===== config.mk =====
export PLATFORM = sky130hd
export DESIGN_NAME = v74x148_req_encoder
export DESIGN_NICKNAME = d
export VERILOG_FILES = /design/src/rtl/v74x148_req_encoder.sv
export SDC_FILE = /design/constraint.sdc
export NUM_CORES = 1
export LEC_CHECK = 0
export CORE_MARGIN = 3
export CORE_UTILIZATION = 40
export DETAILED_ROUTE_END_ITERATION = 8
export PLACE_DENSITY_LB_ADDON = 0.08
export SYNTH_ARGS = -nofsm -noshare
export SYNTH_HDL_FRONTEND = slang
export SYNTH_SLANG_ARGS = --single-unit

===== constraint.sdc =====
create_clock -name CLK -period 1.8 [get_ports CLK]
set_input_delay 0.45 -clock CLK [delete_from_list [all_inputs] [get_ports CLK]]
set_output_delay 0.45 -clock CLK [all_outputs]
set_load 0.02 [all_outputs]

===== src/rtl/v74x148_req_encoder.sv =====
// Edge-captured 8-line priority request encoder with VALID/ACK handshake.
// Define V74X148_LEVEL_EN for level-sensitive requests that ACK does not clear.
module v74x148_req_encoder #(
  parameter int N  = 8,
  parameter int AW = 3
) (
  input  logic          CLK,
  input  logic          RESET,
  input  logic          EI_L,
  input  logic [N-1:0]  I_L,
  input  logic          ACK,
  output logic [AW-1:0] A,
  output logic          VALID,
  output logic          GS_L,
  output logic          EO_L
);

  typedef enum logic {
    IDLE,
    PRESENT
  } state_t;

  state_t        state;
  state_t        state_nxt;
  logic [N-1:0]  pending;
  logic [N-1:0]  pending_nxt;
  logic [AW-1:0] a_nxt;
  logic [AW-1:0] top_idx;
  logic          valid_nxt;

`ifdef V74X148_LEVEL_EN
  always_comb begin
    pending_nxt = ~I_L;
  end
`else
  logic [N-1:0] s;
  logic [N-1:0] clr_mask;

  always_ff @(posedge CLK) begin
    if (RESET) s <= '1;
    else       s <= I_L;
  end

  // a fresh falling edge beats the ACK clear on the same bit
  always_comb begin
    clr_mask = '0;
    if (state == PRESENT && ACK) clr_mask[A] = 1'b1;
    pending_nxt = (pending & ~clr_mask) | (s & ~I_L);
  end
`endif

  always_comb begin
    top_idx = '0;
    for (int i = 0; i < N; i++)
      if (pending[i]) top_idx = AW'(i);
  end

  always_comb begin
    state_nxt = state;
    a_nxt     = A;
    valid_nxt = VALID;
    unique case (state)
      IDLE: begin
        if (!EI_L && |pending) begin
          a_nxt     = top_idx;
          valid_nxt = 1'b1;
          state_nxt = PRESENT;
        end
      end
      PRESENT: begin
        if (ACK) begin
          valid_nxt = 1'b0;
          state_nxt = IDLE;
        end
      end
    endcase
  end

  always_ff @(posedge CLK) begin
    if (RESET) begin
      state   <= IDLE;
      pending <= '0;
      A       <= '0;
      VALID   <= 1'b0;
    end else begin
      state   <= state_nxt;
      pending <= pending_nxt;
      A       <= a_nxt;
      VALID   <= valid_nxt;
    end
  end

  assign GS_L = ~(~EI_L & (|pending));
  assign EO_L = ~(~EI_L & ~(|pending));

endmodule


==> results by group <==
Worst setup path
  – Arrival time worst endpoint: 1390 ps
  – Startpoint types: flop
  – Worst flop-to-flop path endpoint: A[0]
  – Crit-path cells: nor4_4 -> nand2_1 -> or2_1 -> buf_6
  – FF-to-FF Start: pending[3]
  – Critical Path RT: 1350 ps
  – Crit path buf inv count: 1
  – FF-to-FF setup slack: approximately 510 ps
  – Largest fanout on the critical path: 2
  – Critical Path End Type: primary output
  – Worst path slowest cell: dfxtp_2
  – CP top delay family: simple AND/OR/NAND/NOR gates
  – Critical path class: reg2out
  – R2R depth: 6
  – Max incr delay on CP: 350 ps

Outcome
  – Failing checks: negative setup slack
  – Outcome: finished, violations left

Die
  – Rows: 15
  – Placeable Area: around 1800 sq um
  – Starting Density: 44.8%
  – Number of I/O pins: 18
  – Die width: 51.4 microns
  – Die H: a little over 50 microns
  – Die area: approximately 2600 sq um

Timing
  – Fin. Hold Viols: 0
  – Tcrit/Tclk final: 102%
  – Fin Hold WS: approximately 450 ps
  – Final min period: 1840 ps
  – Slew @ Worst Pin: 417 ps
  – Slew margin rel.: 72.1%
  – RSZ-0062 raised after global routing: true
  – Final setup fails: 1
  – PnR worst setup slack: -37.1 ps
  – Max Clock Freq: 544 MHz
  – Skew final: 8.78 ps
  – Max Slew Vio Count: 0

Clock network
  – Max clock buf depth: 2
  – Worst-path clk slew: 120 ps
  – Clk_lat worst skew: 300 ps
  – Clock sinks: 21
  – CTS tree: yes
  – Root Buffer: clkbuf_4
  – Total CTS buffers: 3
  – H-tree levels: 1

Placement
  – Post-Place Cell Area: 1120 sq um
  – Port Buffer Count: 17
  – DP Cell Count: 140
  – RD Place Congestion: 0.772
  – Post-DP HPWL: between 1000 and 1500 microns
  – Pre-CTS setup slack: -300 ps

Synth
  – Top post-synthesis cells by area: dfxtp_1, nand2b_1, a21oi_1, or2_2, nor4_4
  – Count leader, synth: dfxtp_1
  – Synth area leader: dfxtp_1
  – Synthesized Nets: 99
  – Mapped Avg Cell Area: approximately 9.5 sq um
  – Primary FF master, synth: dfxtp_1
  – Cells after Synth: 87
  – Unique masters post-synth: 19
  – Post-synth top area share: 51.0%
  – Synthesized flop and latch total: 21
  – YS warnings: 0
  – Sequential area share after synthesis: 51.0%
  – EDFF count, synth: 0
  – Top cells by instance count after synthesis: dfxtp_1, a21oi_1, nand2b_1
  – Cell Area, Synth: 825 sq um
  – Fraction of registers with async set/reset: 0%

Hold path
  – Hold path cells: 2
  – HP Class: reg2reg
  – Hold wc startpoint: s[4]
  – Min-Delay Endpoint: pending[4]

Global routing
  – Global-route usage over all layers: a little over an eighth
  – First-pass GRT wire length: between 2000 and 3000 microns
  – Vias in the first global route: approximately 650
  – Grt ovf: 0
  – Pin count of the biggest net entering global routing: 14
  – Initial antenna violation count: 0

Finish
  – Post-layout net count: roughly 130
  – Final non-filler cell total: roughly 140
  – Proportion of layout cells with a drive suffix above 1: 28.6%
  – Final instance area: 1140 sq um
  – P&R area growth vs syn: 38.7%
  – # diodes: 0

Routing
  – DRT iter0 DRCs: 6
  – Overall routed net length: 1500 microns
  – Vias: 676
  – Wirelength per Cell: 10.4 microns
  – Pre-Repair DR Iteration Count: 4
  – Antenna Nets Post-Route: 0
  – DRC: 0
  – Vias per inst: 4.69

Power
  – Worst VDD drop: 0.551 mV
  – PwrDens: 827 nW/um^2
  – Leakage: ~0.46 nW

Run
  – Max Cap Viol: 0
## layer usage
layer	vias up	part of all wire, %	global-route usage (%)
li1	363	-	-
met2	15	43	21.0
met3	2	6.0	5.54
met1	296	50	17.7
met5	-	0	0
met4	0	0.80	2.62
## worst max-delay path by stage
stage | from | endpoint | slack [ps] | cells after the start
after floorplan | pending[4] | EO_L | 280 | 3
after global placement | EI_L | EO_L | -280 | 3
after detailed placement | EI_L | GS_L | -300 | 3
after CTS | pending[1] | EO_L | -70 | 4
after global routing | pending[7] | EO_L | -120 | 4
final | pending[1] | EO_L | -40 | 4
## through the flow
stage | TNS (ps) | total power, mW | utilization (%)
after global placement | -550 | 0.737 | 60.7
after floorplan | 0 | 0.639 | -
after CTS | -66.8 | 0.960 | 61.6
after detailed placement | -592 | 0.741 | 60.7
final | -37.1 | 0.946 | 62.2
after global routing | -120 | 1.00 | 62.2
## registers in the layout (all words and copies together) (netlist names)
register / cells
pending: 8
s: 8
A: 3
VALID: 1
state: 1
## layout make-up
cell class	instances	area [sq um]
fillers	186	696
inverters	2	7.51
repair buffers	30	264
multi-input cells	62	389
well taps	25	31.3
flip-flops and latches	21	424
clock inverters	1	5.00
clock buffers	3	22.5
## worst register-to-register path: stages, from the launching register on
cell,delay (ps)
dfxtp_1,400
nor4_4,60
buf_4,140
a211oi_4,320
buf_4,180
nor2_1,40
nor3_2,80
## report_power, final
| group | internal (mW) | total [mW] | switching [mW] |
|---|---|---|---|
| clock network | 0.0828 | 0.220 | 0.138 |
| logic | 0.111 | 0.194 | 0.0821 |
| registers | 0.501 | 0.532 | 0.0309 |
| total | 0.696 | 0.946 | 0.250 |
## placed cells by master (no fill, tap or decap)
cell type,n
dfxtp_1,18
buf_4,14
clkdlybuf4s50_1,13
nand2b_1,11
a21oi_1,11
or2_2,8
nor2_1,7
o21ai_0,7
nand2_1,3
clkbuf_4,3
dfxtp_2,3
nor4_4,2
or2_1,2
inv_1,2
nor3_1,2
a211oi_1,2
o31ai_1,2
dlygate4sd2_1,2
a211oi_4,1
nand3_1,1
nor2b_1,1
and3_1,1
nor3_2,1
clkinv_2,1
buf_6,1
## repair_timing
action                                  CTS  global route
endpoints found under the setup margin    4             2
hold buffers                              0             0
buffers inserted                          0             0
resized for setup                        12             4
hold endpoints to repair                  0             0
pin swaps                                 0             1
## cells by family (layout without fill, tap and decap cells)
kind of cell,Yosys count,count (layout),share of synthesized area (%)
buffers and inverters,4,36,1.82
DFF,21,21,51.0
and+or+nand+nor,39,39,30.2
AOI/OAI and AO/OA,23,23,17.0
Note: power is estimated with default switching activity, not from simulation.
